<file path="src/rtl/nn_pkg.sv">
// Shared types and constants for the NN lane loader and its lane buffers.
package nn_pkg;

   typedef enum logic {
      LD_IDLE  = 1'b0,
      LD_DRAIN = 1'b1
   } loader_state_t;

   localparam int NN_DW = 16;

   // Index width that never collapses to zero bits for single-entry ranges.
   function automatic int clog2_min1(input int n);
      return (n > 1) ? $clog2(n) : 1;
   endfunction

endpackage

</file>
<file path="src/rtl/lane_fifo.sv">
// Per-lane circular buffer with head peek; a push and a pop on a full buffer in
// the same cycle both succeed and leave the count unchanged.
module lane_fifo
   import nn_pkg::*;
#(
   parameter int DEPTH = 4,
   parameter int DW    = NN_DW
) (
   input  logic                       clk,
   input  logic                       rst,
   input  logic                       push,
   input  logic                       pop,
   input  logic [DW-1:0]              din,
   output logic [DW-1:0]              dout,
   output logic                       full,
   output logic                       empty,
   output logic [$clog2(DEPTH+1)-1:0] count
);
   localparam int PW = clog2_min1(DEPTH);
   localparam int CW = $clog2(DEPTH+1);

   logic [DW-1:0] mem_q [DEPTH];
   logic [PW-1:0] rd_q, rd_d, wr_q, wr_d;
   logic [CW-1:0] cnt_q, cnt_d;
   logic          push_ok_s, pop_ok_s;

   function automatic logic [PW-1:0] ptr_inc(input logic [PW-1:0] p);
      return (p == PW'(DEPTH - 1)) ? '0 : p + PW'(1);
   endfunction

   assign full  = (cnt_q == CW'(DEPTH));
   assign empty = (cnt_q == '0);
   assign count = cnt_q;
   assign dout  = mem_q[rd_q];

   // Accept/pointer/count next-state; a pop frees the slot a same-cycle push needs.
   always_comb begin
      pop_ok_s  = pop && !empty;
      push_ok_s = push && (!full || pop_ok_s);
      rd_d      = pop_ok_s  ? ptr_inc(rd_q) : rd_q;
      wr_d      = push_ok_s ? ptr_inc(wr_q) : wr_q;
      case ({push_ok_s, pop_ok_s})
         2'b10:   cnt_d = cnt_q + CW'(1);
         2'b01:   cnt_d = cnt_q - CW'(1);
         default: cnt_d = cnt_q;
      endcase
   end

   // Pointer and occupancy registers.
   always_ff @(posedge clk) begin
      if (!rst) begin
         rd_q  <= '0;
         wr_q  <= '0;
         cnt_q <= '0;
      end else begin
         rd_q  <= rd_d;
         wr_q  <= wr_d;
         cnt_q <= cnt_d;
      end
   end

   // Storage array; contents are meaningless while the count says empty.
   always_ff @(posedge clk) begin
      if (push_ok_s) begin
         mem_q[wr_q] <= din;
      end
   end

endmodule

</file>
<file path="src/rtl/nn_lane_loader.sv">
// Skewed systolic lane loader: writes fill per-lane FIFOs, start drains them with
// lane k delayed by k cycles. Build option NN_LOADER_FEEDBACK_EN enables fb_* refill.
module nn_lane_loader
   import nn_pkg::*;
#(
   parameter int LANES = 2,
   parameter int DEPTH = 4,
   parameter int DW    = NN_DW
) (
   input  logic                         clk,
   input  logic                         rst,
   input  logic                         wr_en,
   input  logic [clog2_min1(LANES)-1:0] wr_addr,
   input  logic signed [DW-1:0]         wr_data,
   input  logic                         start,
   input  logic                         fb_sel,
   input  logic [LANES-1:0]             fb_valid,
   input  logic [LANES*DW-1:0]          fb_data,
   output logic [LANES*DW-1:0]          out_data,
   output logic [LANES-1:0]             out_valid,
   output logic                         busy,
   output logic                         ovf_err
);
   localparam int CW    = $clog2(DEPTH + 1);
   localparam int KW    = $clog2(LANES + DEPTH + 1);
   localparam int C_MAX = LANES + DEPTH;

   loader_state_t            state_q, state_d;
   logic [KW-1:0]            c_q, c_d;
   logic [LANES-1:0][CW-1:0] snap_q, snap_d, emit_q, emit_d;
   logic [LANES*DW-1:0]      out_data_q;
   logic [LANES-1:0]         out_valid_q;
   logic                     ovf_q;

   logic [LANES-1:0] push_s, pop_s, fb_take_s, fb_drop_s, full_s, empty_s;
   logic [DW-1:0]    din_s   [LANES];
   logic [DW-1:0]    head_s  [LANES];
   logic [CW-1:0]    count_s [LANES];
   logic             host_drop_s, ovf_set_s, all_done_s;

   for (genvar g = 0; g < LANES; g++) begin : g_lane
      lane_fifo #(.DEPTH(DEPTH), .DW(DW)) u_fifo (
         .clk   (clk),
         .rst   (rst),
         .push  (push_s[g]),
         .pop   (pop_s[g]),
         .din   (din_s[g]),
         .dout  (head_s[g]),
         .full  (full_s[g]),
         .empty (empty_s[g]),
         .count (count_s[g])
      );
   end

`ifndef NN_LOADER_FEEDBACK_EN
   logic unused_fb_s;
   assign unused_fb_s = ^{fb_sel, fb_valid, fb_data};
`endif

   // Write steering: feedback owns its lane for the cycle, host writes take what is left.
   always_comb begin
      push_s      = '0;
      fb_take_s   = '0;
      fb_drop_s   = '0;
      host_drop_s = 1'b0;
      for (int k = 0; k < LANES; k++) begin
         din_s[k] = wr_data;
      end
`ifdef NN_LOADER_FEEDBACK_EN
      for (int k = 0; k < LANES; k++) begin
         if (fb_sel && fb_valid[k]) begin
            fb_take_s[k] = 1'b1;
            din_s[k]     = fb_data[k*DW +: DW];
            if (full_s[k] && !pop_s[k]) begin
               fb_drop_s[k] = 1'b1;
            end else begin
               push_s[k] = 1'b1;
            end
         end else begin
            fb_take_s[k] = 1'b0;
         end
      end
`endif
      if (!wr_en) begin
         host_drop_s = 1'b0;
      end else if (int'(wr_addr) >= LANES || fb_take_s[wr_addr]) begin
         host_drop_s = 1'b1;
      end else if (full_s[wr_addr] && !pop_s[wr_addr]) begin
         host_drop_s = 1'b1;
      end else begin
         push_s[wr_addr] = 1'b1;
      end
      ovf_set_s = host_drop_s | (|fb_drop_s);
   end

   // Drain FSM: lane k pops once the skew counter reaches k, until its snapshot is spent.
   always_comb begin
      state_d    = state_q;
      c_d        = c_q;
      snap_d     = snap_q;
      emit_d     = emit_q;
      pop_s      = '0;
      all_done_s = 1'b1;
      case (state_q)
         LD_IDLE: begin
            if (start) begin
               state_d = LD_DRAIN;
               c_d     = '0;
               emit_d  = '0;
               for (int k = 0; k < LANES; k++) begin
                  snap_d[k] = count_s[k];
               end
            end else begin
               state_d = LD_IDLE;
            end
         end
         LD_DRAIN: begin
            for (int k = 0; k < LANES; k++) begin
               if (emit_q[k] != snap_q[k]) begin
                  all_done_s = 1'b0;
                  if (int'(c_q) >= k && !empty_s[k]) begin
                     pop_s[k]  = 1'b1;
                     emit_d[k] = emit_q[k] + CW'(1);
                  end else begin
                     pop_s[k] = 1'b0;
                  end
               end else begin
                  pop_s[k] = 1'b0;
               end
            end
            if (all_done_s) begin
               state_d = LD_IDLE;
            end else begin
               state_d = LD_DRAIN;
            end
            c_d = (c_q == KW'(C_MAX)) ? c_q : c_q + KW'(1);
         end
         default: state_d = LD_IDLE;
      endcase
   end

   // Control state, sticky overflow and the registered lane outputs.
   always_ff @(posedge clk) begin
      if (!rst) begin
         state_q     <= LD_IDLE;
         c_q         <= '0;
         snap_q      <= '0;
         emit_q      <= '0;
         out_data_q  <= '0;
         out_valid_q <= '0;
         ovf_q       <= 1'b0;
      end else begin
         state_q     <= state_d;
         c_q         <= c_d;
         snap_q      <= snap_d;
         emit_q      <= emit_d;
         ovf_q       <= ovf_q | ovf_set_s;
         out_valid_q <= pop_s;
         for (int k = 0; k < LANES; k++) begin
            out_data_q[k*DW +: DW] <= pop_s[k] ? head_s[k] : '0;
         end
      end
   end

   assign out_data  = out_data_q;
   assign out_valid = out_valid_q;
   assign busy      = (state_q == LD_DRAIN);
   assign ovf_err   = ovf_q;

endmodule

</file>
<file path="config.mk">
export PLATFORM = sky130hd
export DESIGN_NAME = nn_lane_loader
export DESIGN_NICKNAME = d
export VERILOG_FILES = /design/src/rtl/nn_pkg.sv /design/src/rtl/lane_fifo.sv /design/src/rtl/nn_lane_loader.sv
export SDC_FILE = /design/constraint.sdc
export NUM_CORES = 1
export LEC_CHECK = 0
export ABC_AREA = 1
export BUFFER_PORTS_ARGS = -buffer_cell sky130_fd_sc_hd__buf_2
export CAP_MARGIN = 10
export CORE_ASPECT_RATIO = 0.7
export CORE_UTILIZATION = 45
export DETAILED_ROUTE_END_ITERATION = 10
export GPL_ROUTABILITY_DRIVEN = 0
export SKIP_CTS_REPAIR_TIMING = 1
export SLEW_MARGIN = 20
export SYNTH_ARGS = -nofsm -noshare
export SYNTH_HDL_FRONTEND = slang
export SYNTH_SLANG_ARGS = --single-unit
</file>
<file path="constraint.sdc">
create_clock -name clk -period 2.49 [get_ports clk]
set_input_delay 0 -clock clk [delete_from_list [all_inputs] [get_ports clk]]
set_output_delay 0 -clock clk [all_outputs]
set_load 0.03 [all_outputs]
</file>
Word level (Yosys, flattened, before mapping) --
Memory sizes are Yosys's and may differ from the RTL's. A register that Yosys moved wholly into a read port is not among the register bits. Cells that the tools add are included.
Storage, ports and cells: memory bits (writable) 128, flip-flop bits (word level) 33, bits of input ports 56, word-level logic and storage cells 120, memories kept 2, output and inout port bits 36
Operators by class: add/sub/neg operators 11, reduce and logical (&&, ||, !) cells 26, multiplexer cells 43, magnitude comparators 3, bitwise operators 2, equality and inequality tests 19
Memories:
- g_lane[0].u_fifo.mem_q | depth 4, bits a word 16, read ports 1, clocked after memory_dff 1, write ports 1, line lane_fifo.sv:22 | logic [DW-1:0] mem_q [DEPTH];
- g_lane[1].u_fifo.mem_q | depth 4, bits a word 16, read ports 1, clocked after memory_dff 1, write ports 1, line lane_fifo.sv:22
Operators with widths (number):
- 1-bit two-way mux | 22
- 3-bit two-way mux | 6
- 3-bit case mux with 2 select lines | 3
- 2-bit two-way mux | 8
- 3-bit by 1-bit adder with 3-bit output (second input constant) | 5
- 2-bit equality test (second input constant) | 6
- 6-bit case mux with 2 select lines | 1
- 3-bit equality test (second input constant) | 3
- 2-bit by 1-bit adder with 2-bit output (second input constant) | 4
- 2-bit AND reduction | 4
- 1-bit logical AND | 7
- 1-bit zero test | 7
- 3-bit zero test | 2
- 6-bit two-way mux | 1
- 2-bit by 1-bit inequality test with 1-bit output (second input constant) | 3
- 2-bit inequality test (second input constant) | 3
- 3-bit inequality test | 2
- 3-bit AND reduction | 2
- 3-bit by 1-bit subtractor with 3-bit output (second input constant) | 2
- 2-bit by 1-bit equality test with 1-bit output (second input constant) | 2
- 2-bit nonzero test | 2
- 3-bit by 1-bit greater-or-equal comparator with 1-bit output (second input constant) | 1
- 1-bit logical OR | 2
- 1-bit by 2-bit < comparator with 1-bit output (second input constant) | 1
- 5 further kinds | 5

Depth between registers and ports, before layout --
Gate-level depths: netlist of the first run.
word-level depth 16, depth in mapped cells 16, mapped depth without buffers 16

Modules after synthesis --
A second synthesis of the first run with hierarchy kept.
Second synthesis, totals: cell total of the unflattened synthesis 666, area total of the unflattened synthesis 7608.5 um^2
Modules (own cells, without submodules):
- lane_fifo | area an instance 2877.8 um^2, cells each 220, seq. area each 2102.0 um^2, times used 2
- nn_lane_loader | area an instance 1853.0 um^2, cells each 226, seq. area each 1021.0 um^2, times used 1

Least setup slack after synthesis of the first run --
OpenSTA, ideal clock, no wires.
path kind register -> register, start point reg state_q (netlist: busy), end point mem g_lane[0].u_fifo.mem_q[0][0] (netlist bit), enable pin, data required time 2101 ps, clock period less this slack 2227 ps, stages on the path, launching flop included 7, buffers on the path 0, arrival time 1838 ps, slack 263 ps, library setup time 389 ps, path through dfxtp_1 inv_1 a21oi_1 nand2_2 nand2_2 nand3_4 nor2_1
Between the ends: cells in the longest elaborated chain, start to end 11, elaborated cells on any way between the ends 13, classes of those cells 8 x mux; 5 x reduce/logical
Ends and longest elaborated chain:
- start, declared | line nn_lane_loader.sv:28 | loader_state_t state_q, state_d;
- start signal, assigned | line nn_lane_loader.sv:153 | state_q <= state_d;
- 2-bit two-way mux (*) | line nn_lane_loader.sv:104 | case (state_q)
- 1-bit two-way mux (not written as such) (2 in a row) | line nn_lane_loader.sv:88 | end else if (full_s[wr_addr] && !pop_s[wr_addr]) begin
- 1-bit zero test | line nn_lane_loader.sv:88
- 1-bit logical AND | line nn_lane_loader.sv:88
- 2-bit two-way mux | line nn_lane_loader.sv:88
- 2-bit two-way mux | line nn_lane_loader.sv:86 | end else if (int'(wr_addr) >= LANES || fb_take_s[wr_addr]) begin
- 2-bit two-way mux | line nn_lane_loader.sv:84 | if (!wr_en) begin
- 1-bit logical AND (*) | line lane_fifo.sv:39 | push_ok_s = push && (!full || pop_ok_s);
- 1-bit two-way mux (*) | line lane_fifo.sv:64 | if (push_ok_s) begin
- 1-bit two-way mux (not written as such) (*) | line lane_fifo.sv:65 | mem_q[wr_q] <= din;
- end, declared | line lane_fifo.sv:22
Mark *: on every way between the ends. The rest lies on a longest branch, timed or not. The select of a mux whose other input is x is not followed.

Worst setup path in the final report of the first run --
start point reg c_q[1], end point reg g_lane[1].u_fifo.cnt_q[2]
Between the ends: cells in the longest elaborated chain, start to end 15, elaborated cells on any way between the ends 19, classes of those cells 1 x order compare; 2 x eq/ne; 9 x mux; 7 x reduce/logical
Ends and longest elaborated chain:
- start, declared | line nn_lane_loader.sv:29 | logic [KW-1:0] c_q, c_d;
- start signal, assigned | line nn_lane_loader.sv:146 | c_q <= '0;
- start signal, assigned | line nn_lane_loader.sv:154 | c_q <= c_d;
- 3-bit by 1-bit greater-or-equal comparator with 1-bit output (*) | line nn_lane_loader.sv:121 | if (int'(c_q) >= k && !empty_s[k]) begin
- 1-bit logical AND (*) | line nn_lane_loader.sv:121
- 1-bit two-way mux (*) | line nn_lane_loader.sv:121
- 1-bit two-way mux (*) | line nn_lane_loader.sv:119 | if (emit_q[k] != snap_q[k]) begin
- 2-bit two-way mux (*) | line nn_lane_loader.sv:104
- 1-bit two-way mux (not written as such) (2 in a row) | line nn_lane_loader.sv:88
- 1-bit zero test | line nn_lane_loader.sv:88
- 1-bit logical AND | line nn_lane_loader.sv:88
- 2-bit two-way mux | line nn_lane_loader.sv:88
- 2-bit two-way mux | line nn_lane_loader.sv:86
- 2-bit two-way mux | line nn_lane_loader.sv:84
- 1-bit logical AND | line lane_fifo.sv:39
- 2-bit by 1-bit equality test with 1-bit output / 2-bit equality test (equally long branches) | line lane_fifo.sv:42 | case ({push_ok_s, pop_ok_s})
- 3-bit case mux with 2 select lines / 2-bit nonzero test (equally long branches)
- end signal, assigned | line lane_fifo.sv:58 | cnt_q <= cnt_d;
- end, declared | line lane_fifo.sv:24 | logic [CW-1:0] cnt_q, cnt_d;
Marked as above. A chain may end at the register's enable or synchronous reset.

==> results of run 1 <==
==> flip-flops by register name, summed over array words and instances (netlist names) <==
register and cells:
snap_q 6, g_lane.u_fifo.wr_q 4, g_lane.u_fifo.count 6, out_data 32, busy 1, g_lane.u_fifo.rd_q 4
c_q 3, ovf_err 1, out_valid 2, emit_q 6, g_lane.u_fifo.mem_q 128
==> routing by layer <==
metal,track usage (%),vias up
met5,0,-
met4,5.74,0
met3,4.49,2
met2,30.5,111
met1,25.0,2244
li1,-,2380
==> cells by family after synthesis <==
group / share of synthesized area [%]
flops: 69.2
buf+inv: 4.36
simple gates: 11.5
compound gates: 11.3
fa+ha+maj: 3.40
xor+xnor: 0.236
==> Yosys cell counts, types with 5 or more instances <==
library cell / n
sky130_fd_sc_hd__a211oi_1: 16
sky130_fd_sc_hd__a21oi_1: 34
sky130_fd_sc_hd__a21oi_2: 10
sky130_fd_sc_hd__buf_2: 13
sky130_fd_sc_hd__clkbuf_1: 10
sky130_fd_sc_hd__dfxtp_1: 65
sky130_fd_sc_hd__edfxtp_1: 128
sky130_fd_sc_hd__ha_1: 17
sky130_fd_sc_hd__inv_1: 45
sky130_fd_sc_hd__nand2_1: 33
sky130_fd_sc_hd__nand3_1: 5
sky130_fd_sc_hd__nor2_1: 156
sky130_fd_sc_hd__o21ai_0: 82
==> worst paths after layout <==
check	startpoint	slack, ps	to	cells after the start
max	c_q[1]	150	g_lane[1].u_fifo.count[2]	16
min	wr_addr	-30	g_lane[1].u_fifo.wr_q[0]	4
min reg2reg	snap_q[0]	470	snap_q[0]	2
max reg2reg	c_q[1]	150	g_lane[1].u_fifo.count[2]	16
==> report_power, final <==
group / leakage [nW] / switching, mW / internal, mW
clock network: 0.285 / 1.15 / 1.59
registers: 1.69 / 0.0342 / 3.50
logic: 1.36 / 0.275 / 0.128
==> cells in the final DEF, fill, tap and decap left out, drive strengths merged <==
cell type,count
nand3,8
dfxtp,65
buf,73
inv,50
edfxtp,128
clkbuf,20
clkinvlp,2
a311oi,1
clkinv,5
a211oi,16
dlygate4sd3,19
xnor2,2
nand4,2
a21oi,44
o21ai,86
ha,17
fa,2
bufinv,3
nand2,38
nor3,2
o22ai,1
o31ai,2
nor2,157
==> area by class of cell <==
class	instances	area, um^2	share of cell area (%)
Clock buffer	20	437	4.98
Clock inverter	12	159	1.81
Inverter	48	185	2.11
Multi-Input combinational cell	378	1960	22.4
Sequential cell	193	5150	58.7
Tap cell	220	275	3.14
Timing Repair Buffer	92	598	6.82
==> metrics by stage <==
stage | setup WS [ps] | instances | utilization (%) | power, mW | instance area, um^2
finish | 150 | 963 | 55.4 | 6.67 | 8760
global placement | 164 | 910 | 50.3 | 3.96 | 7960
CTS | 49.4 | 942 | 54.0 | 6.70 | 8560
global route | 16.1 | 963 | 55.4 | 6.91 | 8760
detailed placement | 76.9 | 910 | 50.3 | 3.98 | 7960
floorplan | 263 | 647 | - | 3.84 | 7430
==> worst reg2reg max path, stage by stage, from the launching register on <==
cell and delay [ps]:
sky130_fd_sc_hd__dfxtp_2 360, sky130_fd_sc_hd__inv_1 60, sky130_fd_sc_hd__ha_1 170, sky130_fd_sc_hd__nor2_1 80, sky130_fd_sc_hd__nand2_1 60, sky130_fd_sc_hd__nand2_1 70, sky130_fd_sc_hd__nor2_2 50, sky130_fd_sc_hd__nand2_4 110
sky130_fd_sc_hd__nand2_4 70, sky130_fd_sc_hd__nand3_4 110, sky130_fd_sc_hd__ha_1 150, sky130_fd_sc_hd__inv_1 60, sky130_fd_sc_hd__fa_1 380, sky130_fd_sc_hd__a21oi_1 150, sky130_fd_sc_hd__o21ai_0 130, sky130_fd_sc_hd__o21ai_1 150
sky130_fd_sc_hd__a21oi_1 60
==> out/metrics.cfg, run 1 <==
[global_routing]
grt_max_degree=35
gr-usage-all-layers_pct=18.7
antenna_found_initial=0
overflow=0
grt_first_pass_wirelength_um=23400
vias_in_the_first_global_route=4474

[logic_synthesis]
yosys-top-cells-area=sky130_fd_sc_hd__edfxtp_1 52%, sky130_fd_sc_hd__dfxtp_1 18%, sky130_fd_sc_hd__nor2_1 7.9%
post_synth.cell_area_avg_um2=11.5
top_ff_cell_synth=sky130_fd_sc_hd__edfxtp_1
netlist_area_mm2=0.00743
synth_enable_flop_cells=128
synthDominantAreaCellType=sky130_fd_sc_hd__edfxtp_1
synth_warnings=0
synth_cell_type_count=32
ys_seq_area_share_pct=69.2
ys_seq_elements=193
postSynth.asyncResetShare_pct=0
synth_fp_nets=722
synth.top_cell.area_share_pct=51.7
netlist_instances=647

[floorplanning]
chipHeight_um=110
fp-row-count=38
ios=92
design.core.area_mm2=0.0158
initial_core_util_pct=46.9
floorplan.die_area_mm2=0.0170
dieWidth_um=156

[routing]
drt-vias-per-instance=4.92
final_antenna_net_count=0
highest-signal-layer=met4
drc=0
wl_met2_um=7260
detail_route.iter0.violations=349
wirelength_um=15000
route.vias.total=4737
wire_per_inst_um=15.6
routedLengthMet1_um=6870
dr.pass1.iters=5
route.met3.wl_um=843

[placed_design]
post-dp-hpwl_um=9380
port_buffers=56

[sta]
finalClockSkew_ps=13.7
final_min_period_over_clock_period_pct=94.0
setup_viol=0
worstMarginPinSlew_ps=954
hold_viol=1
grt_setup_unrepaired=false
drv_slew=0
slew_headroom_pct=36.3
worst_hold_slack_ps=-33.0
clock.fmax_mhz=427
setup_tns_ps=0
finalCriticalPeriod_ps=2340

[clocking]
cts.reportedPaths.clkPinSlew_ps=70
clock_tree.root_cell=sky130_fd_sc_hd__clkbuf_16
tritoncts.num_buffers=17
clock_path_buffers=2
clkLatencyLatePin_ps=430
htree_num_levels=4
clock_sink_count=193
tritoncts=done

[cells_and_area]
area_delta_synth_final_pct=17.9
fillCellCount=1304
final_layout_size_suffix_gt1_share_pct=16.7
finish.net_count=805
num_antenna_cells=0

[power_and_ir_drop]
irDropWorstVdd_uv=374
p_leak_nw=3.34
power.density_mw_per_mm2=762

[setup_path]
timing_worst_setup_path_type=flip-flop to flip-flop
timing.critical_path.max_delay_family=adder cells
cp_slowest_stage_delay_ps=370
critical_path.n_buffers_inverters=2
critical_path.endpoint_type=flip-flop
critical_path_cell_by_cell=inv_1, ha_1, nor2_1, nand2_1, nand2_1, nor2_2, nand2_4, nand2_4, nand3_4, ha_1, inv_1, fa_1, a21oi_1, o21ai_0, o21ai_1, a21oi_1
signal_arrival_time_at_the_worst_endpoint_ps=2650
timing.critical_path.required_ps=2800
cp-start-kind=flip-flop
crit_path_top_delay_cell=sky130_fd_sc_hd__fa_1
critical_path.max_fanout=8

[job]
drv_cap=0

[outcome]
status=finished, violations left
failing_checks=hold timing

[worst_hold_path]
hold_path_class=input pin to flip-flop

Note: power is estimated with default switching activity, not from simulation.
==> inputs of run 2 (changes only) <==
- ABC_AREA: 1 -> default
- clock period: 2.49 -> 2.9 ns (I/O delays scaled with it)
==> run 2 against run 1 <==
- the run now ends clean
- first-iteration DRC count decreased by 25%
- sequential share of layout area up 0.82 points
- sequential power shrank 15%
- hold slack better by 39 ps
- maximum frequency shrank 15%
- global-route usage decreased by 1.6 points
- register-to-register slack barely moved
==> out/metrics.cfg, run 2 <==
[power_and_ir_drop]
power_mw=5.46  ; was 6.67 mW
irDropWorstVdd_uv=364  ; was 374 uV
power.density_mw_per_mm2=632  ; was 762 mW/mm^2
p_leak_nw=3.20  ; was 3.34 nW

[cells_and_area]
largest_register=g_lane.u_fifo.mem_q  ; unchanged
fillCellCount=1268  ; was 1304
mostFrequentLayoutCell=sky130_fd_sc_hd__edfxtp_1  ; was sky130_fd_sc_hd__nor2_1
finish.net_count=611  ; was 805
area_delta_synth_final_pct=17.2  ; was 17.9%
final_core_util_pct=54.9  ; was 55.4%
num_antenna_cells=0  ; unchanged
final_layout_size_suffix_gt1_share_pct=26.0  ; was 16.7%
final_cell_mix=128 x sky130_fd_sc_hd__edfxtp_1, 65 x sky130_fd_sc_hd__dfxtp_1, 56 x sky130_fd_sc_hd__buf_2  ; was 156 x sky130_fd_sc_hd__nor2_1, 128 x sky130_fd_sc_hd__edfxtp_1, 81 x sky130_fd_sc_hd__o21ai_0
final_cell_area_mm2=0.00864  ; was 0.00876 mm^2
largest_reg_flops=128  ; unchanged

[setup_path]
regToRegStartpoint=c_q[1]  ; unchanged
critical_path.endpoint_type=flip-flop  ; unchanged
timing_worst_setup_path_type=flip-flop to flip-flop  ; unchanged
critical_path.max_fanout=5  ; was 8
worst_setup_path_startpoint=c_q[1]  ; unchanged
cp-start-kind=flip-flop  ; unchanged
signal_arrival_time_at_the_worst_endpoint_ps=3110  ; was 2650 ps
timing.critical_path.required_ps=3240  ; was 2800 ps

[sta]
hold_viol=0  ; was 1
worstMarginPinSlew_ps=1000  ; was 954 ps
drv_slew=0  ; unchanged
finalClockSkew_ps=7.92  ; was 13.7 ps
clock.fmax_mhz=362  ; was 427 MHz
setup_tns_ps=0  ; unchanged
grt_setup_unrepaired=false  ; unchanged
slew_headroom_pct=33.2  ; was 36.3%
setup_viol=0  ; unchanged
final_min_period_over_clock_period_pct=95.2  ; was 94.0%
finalCriticalPeriod_ps=2760  ; was 2340 ps

[clocking]
clock_sink_count=193  ; unchanged
clock_path_buffers=2  ; unchanged
tritoncts=done  ; unchanged
clkLatencyLatePin_ps=430  ; about the same
htree_num_levels=4  ; unchanged
tritoncts.num_buffers=17  ; unchanged
cts.reportedPaths.clkPinSlew_ps=70  ; about the same
clock_tree.root_cell=sky130_fd_sc_hd__clkbuf_16  ; unchanged

[logic_synthesis]
netlist_instances=455  ; was 647
netlist_area_mm2=0.00737  ; was 0.00743 mm^2
postSynth.asyncResetShare_pct=0  ; unchanged
cell_with_the_most_instances_after_synthesis=sky130_fd_sc_hd__edfxtp_1  ; was sky130_fd_sc_hd__nor2_1
post_synth_most_frequent_cells=128 x sky130_fd_sc_hd__edfxtp_1, 65 x sky130_fd_sc_hd__dfxtp_1, 32 x sky130_fd_sc_hd__mux4_2  ; was 156 x sky130_fd_sc_hd__nor2_1, 128 x sky130_fd_sc_hd__edfxtp_1, 82 x sky130_fd_sc_hd__o21ai_0
ys_seq_elements=193  ; unchanged
post_synth.cell_area_avg_um2=16.2  ; was 11.5 um^2
top_ff_cell_synth=sky130_fd_sc_hd__edfxtp_1  ; unchanged
yosys-top-cells-area=sky130_fd_sc_hd__edfxtp_1 52%, sky130_fd_sc_hd__dfxtp_1 18%, sky130_fd_sc_hd__mux4_2 9.8%  ; was sky130_fd_sc_hd__edfxtp_1 52%, sky130_fd_sc_hd__dfxtp_1 18%, sky130_fd_sc_hd__nor2_1 7.9%
synth_enable_flop_cells=128  ; unchanged
synth_fp_nets=530  ; was 722
synth_cell_type_count=45  ; was 32
ys_seq_area_share_pct=69.8  ; was 69.2%
synth_warnings=0  ; unchanged
synthDominantAreaCellType=sky130_fd_sc_hd__edfxtp_1  ; unchanged
synth.top_cell.area_share_pct=52.2  ; was 51.7%

[worst_hold_path]
min-delay-start=wr_addr  ; unchanged
hold_path_class=input pin to flip-flop  ; unchanged

[floorplanning]
floorplan.die_area_mm2=0.0169  ; was 0.0170 mm^2
initial_core_util_pct=46.8  ; was 46.9%
ios=92  ; unchanged
design.core.area_mm2=0.0157  ; was 0.0158 mm^2
chipHeight_um=109  ; was 110 um
dieWidth_um=155  ; was 156 um
fp-row-count=38  ; unchanged

[routing]
drc=0  ; unchanged
wirelength_um=13600  ; was 15000 um
drt-vias-per-instance=5.14  ; was 4.92
final_antenna_net_count=0  ; unchanged
detail_route.iter0.violations=263  ; was 349
dr.pass1.iters=4  ; was 5
route.vias.total=3955  ; was 4737
wire_per_inst_um=17.7  ; was 15.6 um

[global_routing]
overflow=0  ; unchanged
vias_in_the_first_global_route=3853  ; was 4474
grt_first_pass_wirelength_um=20600  ; was 23400 um
grt_max_degree=59  ; was 35
gr-usage-all-layers_pct=17.1  ; was 18.7%
antenna_found_initial=0  ; unchanged

[placed_design]
port_buffers=56  ; unchanged
placed_cell_area_mm2=0.00788  ; was 0.00796 mm^2
post-dp-hpwl_um=8110  ; was 9380 um

[job]
drv_cap=0  ; unchanged

[outcome]
status=finished clean  ; was finished, violations left

==> run 2: changes by cell type after synthesis, sizes merged, moves of 10 or more <==
cell    previous run  this run
and2               0        10
nor2             157        10
mux4               0        32
and3               0        33
a21oi             44        17
inv               47        18
o21ai             86        14
nand2             38        23
a211oi            16         0
==> run 2: final cells by class <==
class	count	area, um^2	area share, %
clock buffer	21	493	5.71
sequential	193	5140	59.5
timing repair buffer	85	541	6.26
tap	220	275	3.19
inverter	18	67.6	0.782
multi-input combinational	221	2030	23.4
clock inverter	11	93.8	1.09
==> run 2: worst paths after layout <==
kind                                                   to  cells past startpoint  slack, ps
worst max register to register  g_lane[1].u_fifo.count[2]                     12        140
worst min register to register                    ovf_err                      1        480
worst min-delay path             g_lane[0].u_fifo.wr_q[1]                      4          6
worst max-delay path            g_lane[1].u_fifo.count[2]                     12        140
==> run 2: cells by family (layout without fill, tap and decap cells) <==
group	count (synthesis)	in the layout	share of synthesized area, %
flops	193	193	69.8
simple gates	110	110	8.13
compound gates	45	45	4.18
buf+inv	41	135	2.85
mux	34	34	10.1
fa+ha+maj	19	19	3.43
xor+xnor	13	13	1.55
==> run 2: worst max-delay path, stage by stage, from the launching register on <==
cell and delay (ps):
sky130_fd_sc_hd__dfxtp_1 420, sky130_fd_sc_hd__inv_1 70, sky130_fd_sc_hd__ha_1 190, sky130_fd_sc_hd__o41ai_2 340, sky130_fd_sc_hd__a31oi_1 100, sky130_fd_sc_hd__o211a_1 270
sky130_fd_sc_hd__inv_1 60, sky130_fd_sc_hd__ha_1 160, sky130_fd_sc_hd__inv_1 60, sky130_fd_sc_hd__fa_1 380, sky130_fd_sc_hd__xor2_1 160, sky130_fd_sc_hd__or3_1 320
sky130_fd_sc_hd__a21oi_1 160
==> run 2: power by group <==
| group | switching [mW] | total [mW] | internal, mW |
|---|---|---|---|
| clock | 1.01 | 2.25 | 1.24 |
| sequential | 0.0243 | 3.00 | 2.98 |
| combinational | 0.127 | 0.209 | 0.0818 |
| total | 1.16 | 5.46 | 4.30 |
==> run 2: through the flow <==
stage / worst slack (ps) / hold WS, ps / instances
CTS: 140 / -177 / 752
floorplan: 313 / 98.9 / 455
finish: 138 / 5.85 / 769
global route: 14.6 / 9.72 / 769
global placement: 252 / 267 / 720
detailed placement: 166 / 275 / 720
==> run 2: layer usage <==
metal | vias to the layer above | wire length, um | track usage (%)
met2 | 77 | 6280 | 27.2
li1 | 1878 | - | -
met4 | 0 | 142 | 5.94
met3 | 11 | 535 | 4.73
met1 | 1989 | 6680 | 22.8
met5 | - | 0 | 0
==> inputs of run 3 (changes only) <==
- CORE_UTILIZATION: 45 -> 30
==> run 3 against run 2 <==
- hold slack lost 13 ps
- combinational power grew 2%
- sequential cell count is the same
- utilization shrank 18 points
- critical path type unchanged
- die area grew 49%
- critical endpoint unchanged
- highest routed layer unchanged
- worst setup slack gained 24 ps
- sequential share of layout area shrank 0.69 points
- maximum frequency grew 0.88%
- the flow now finishes with violations (hold timing)
- critical path depth is the same
- first-iteration DRC count grew 13%
- cell count grew 13%
- clock power is essentially flat
==> out/metrics.cfg, run 3 (synthesized netlist as in run 2, its figures left out) <==
[setup_path]
critical_path.n_buffers_inverters=3  ; unchanged
signal_arrival_time_at_the_worst_endpoint_ps=3090  ; was 3110 ps
cp_slowest_stage_delay_ps=390  ; was 420 ps
cp-start-kind=flip-flop  ; unchanged
crit_path_top_delay_cell=sky130_fd_sc_hd__dfxtp_2  ; was sky130_fd_sc_hd__dfxtp_1
critical_path.max_fanout=5  ; unchanged
timing.critical_path.max_delay_family=compound AO/OA/AOI/OAI gates  ; unchanged
timing.critical_path.required_ps=3250  ; was 3240 ps
critical_path.most_common_cell=sky130_fd_sc_hd__inv_1  ; unchanged
timing_worst_setup_path_type=flip-flop to flip-flop  ; unchanged
critical_path.endpoint_type=flip-flop  ; unchanged
critical_path_cell_by_cell=inv_1, ha_1, o41ai_4, a31oi_1, o211a_1, inv_1, ha_1, inv_1, fa_1, xor2_1, or3_1, a21oi_1  ; was inv_1, ha_1, o41ai_2, a31oi_1, o211a_1, inv_1, ha_1, inv_1, fa_1, xor2_1, or3_1, a21oi_1

[routing]
detail_route.iter0.violations=298  ; was 263
wire_per_inst_um=17.0  ; was 17.7 um
dr.pass1.iters=4  ; unchanged
drc=0  ; unchanged
route.vias.total=4008  ; was 3955
final_antenna_net_count=0  ; unchanged
route.met3.wl_um=788  ; was 535 um
drt-vias-per-instance=4.62  ; was 5.14
highest-signal-layer=met4  ; unchanged
routedLengthMet1_um=6800  ; was 6680 um
wirelength_um=14800  ; was 13600 um
wl_met2_um=7030  ; was 6280 um

[clocking]
tritoncts.num_buffers=17  ; unchanged
clock_path_buffers=2  ; unchanged
cts.reportedPaths.clkPinSlew_ps=80  ; was 70 ps
htree_num_levels=4  ; unchanged
clock_tree.root_cell=sky130_fd_sc_hd__clkbuf_16  ; unchanged
clkLatencyLatePin_ps=430  ; about the same
tritoncts=done  ; unchanged
clock_sink_count=193  ; unchanged

[cells_and_area]
sequential_cell_area_mm2=0.00515  ; was 0.00514 mm^2
largest_reg_flops=128  ; unchanged
fillCellCount=2270  ; was 1268
mostFrequentLayoutCell=sky130_fd_sc_hd__edfxtp_1  ; unchanged
num_antenna_cells=0  ; unchanged
largest_register=g_lane.u_fifo.mem_q  ; unchanged
finalNonFillerCells=867  ; was 769
area_delta_synth_final_pct=18.7  ; was 17.2%
final_layout_size_suffix_gt1_share_pct=26.4  ; was 26.0%
multi_input_comb_area_mm2=0.00204  ; was 0.00203 mm^2
finish.net_count=611  ; unchanged
final_cell_mix=128 x sky130_fd_sc_hd__edfxtp_1, 64 x sky130_fd_sc_hd__dfxtp_1, 56 x sky130_fd_sc_hd__buf_2  ; was 128 x sky130_fd_sc_hd__edfxtp_1, 65 x sky130_fd_sc_hd__dfxtp_1, 56 x sky130_fd_sc_hd__buf_2

[sta]
finalCriticalPeriod_ps=2740  ; was 2760 ps
clock.fmax_mhz=365  ; was 362 MHz
worst_hold_slack_ps=-7.17  ; was 5.85 ps
setup_viol=0  ; unchanged
slew_headroom_pct=36.2  ; was 33.2%
final_min_period_over_clock_period_pct=94.4  ; was 95.2%
grt_setup_unrepaired=false  ; unchanged
finalClockSkew_ps=12.9  ; was 7.92 ps
hold_viol=1  ; was 0
drv_slew=0  ; unchanged
setup_tns_ps=0  ; unchanged
worstMarginPinSlew_ps=957  ; was 1000 ps

[power_and_ir_drop]
irDropWorstVdd_uv=452  ; was 364 uV
power_mw=5.43  ; was 5.46 mW
p_leak_nw=3.20  ; about the same
power.density_mw_per_mm2=622  ; was 632 mW/mm^2

[global_routing]
grt_first_pass_wirelength_um=23000  ; was 20600 um
vias_in_the_first_global_route=4126  ; was 3853
antenna_found_initial=0  ; unchanged
grt_max_degree=59  ; unchanged
overflow=0  ; unchanged
gr-usage-all-layers_pct=12.2  ; was 17.1%

[floorplanning]
fp-row-count=47  ; was 38
initial_core_util_pct=30.9  ; was 46.8%
chipHeight_um=133  ; was 109 um
dieWidth_um=189  ; was 155 um
floorplan.die_area_mm2=0.0252  ; was 0.0169 mm^2
ios=92  ; unchanged
design.core.area_mm2=0.0239  ; was 0.0157 mm^2

[worst_hold_path]
hold_path_class=input pin to flip-flop  ; unchanged

[job]
drv_cap=0  ; unchanged

[placed_design]
post-dp-hpwl_um=9270  ; was 8110 um
placed_cells=818  ; was 720
port_buffers=56  ; unchanged

[outcome]
failing_checks=hold timing
status=finished, violations left  ; was finished clean

## run 3: area by class of cell
| cell class | instances | area share, % |
|---|---|---|
| clock buffers | 18 | 5.02 |
| clock inverters | 14 | 1.33 |
| inverters | 18 | 0.773 |
| repair buffers | 85 | 6.18 |
| flip-flops and latches | 193 | 58.8 |
| well taps | 318 | 4.55 |
| multi-input cells | 221 | 23.3 |
## run 3: stage by stage
step	cell area [um^2]	hold WS, ps	setup WS [ps]	util (%)
after floorplan	7370	98.9	313	-
after global placement	8010	265	245	33.5
after detailed placement	8010	278	55.9	33.5
after CTS	8560	-175	59.6	35.9
after global routing	8740	11.2	11.3	36.6
final	8740	-7.17	162	36.6
## run 3: worst paths after layout
kind | start | end | slack, ps | cells past startpoint
worst min register to register | ovf_err | ovf_err | 470 | 1
worst min-delay path | wr_en | ovf_err | -7 | 3
worst max-delay path | c_q[1] | g_lane[1].u_fifo.count[2] | 160 | 12
worst max register to register | c_q[1] | g_lane[1].u_fifo.count[2] | 160 | 12
## run 3: per-layer routing
metal	up-vias	track usage, %
li1	1882	-
met1	2016	15.9
met2	96	20.1
met3	14	3.27
met4	0	3.54
met5	-	0
## run 3: worst min-delay path, delay by kind of cell
kind / cells / cell delay, ps
AOI/OAI and AO/OA: 1 / 160
buffers and inverters: 1 / 110
and+or+nand+nor: 1 / 120
## run 3: power by group
| part | switching [mW] | internal [mW] |
|---|---|---|
| registers | 0.0253 | 2.98 |
| clock network | 1.07 | 1.15 |
| logic | 0.130 | 0.0835 |
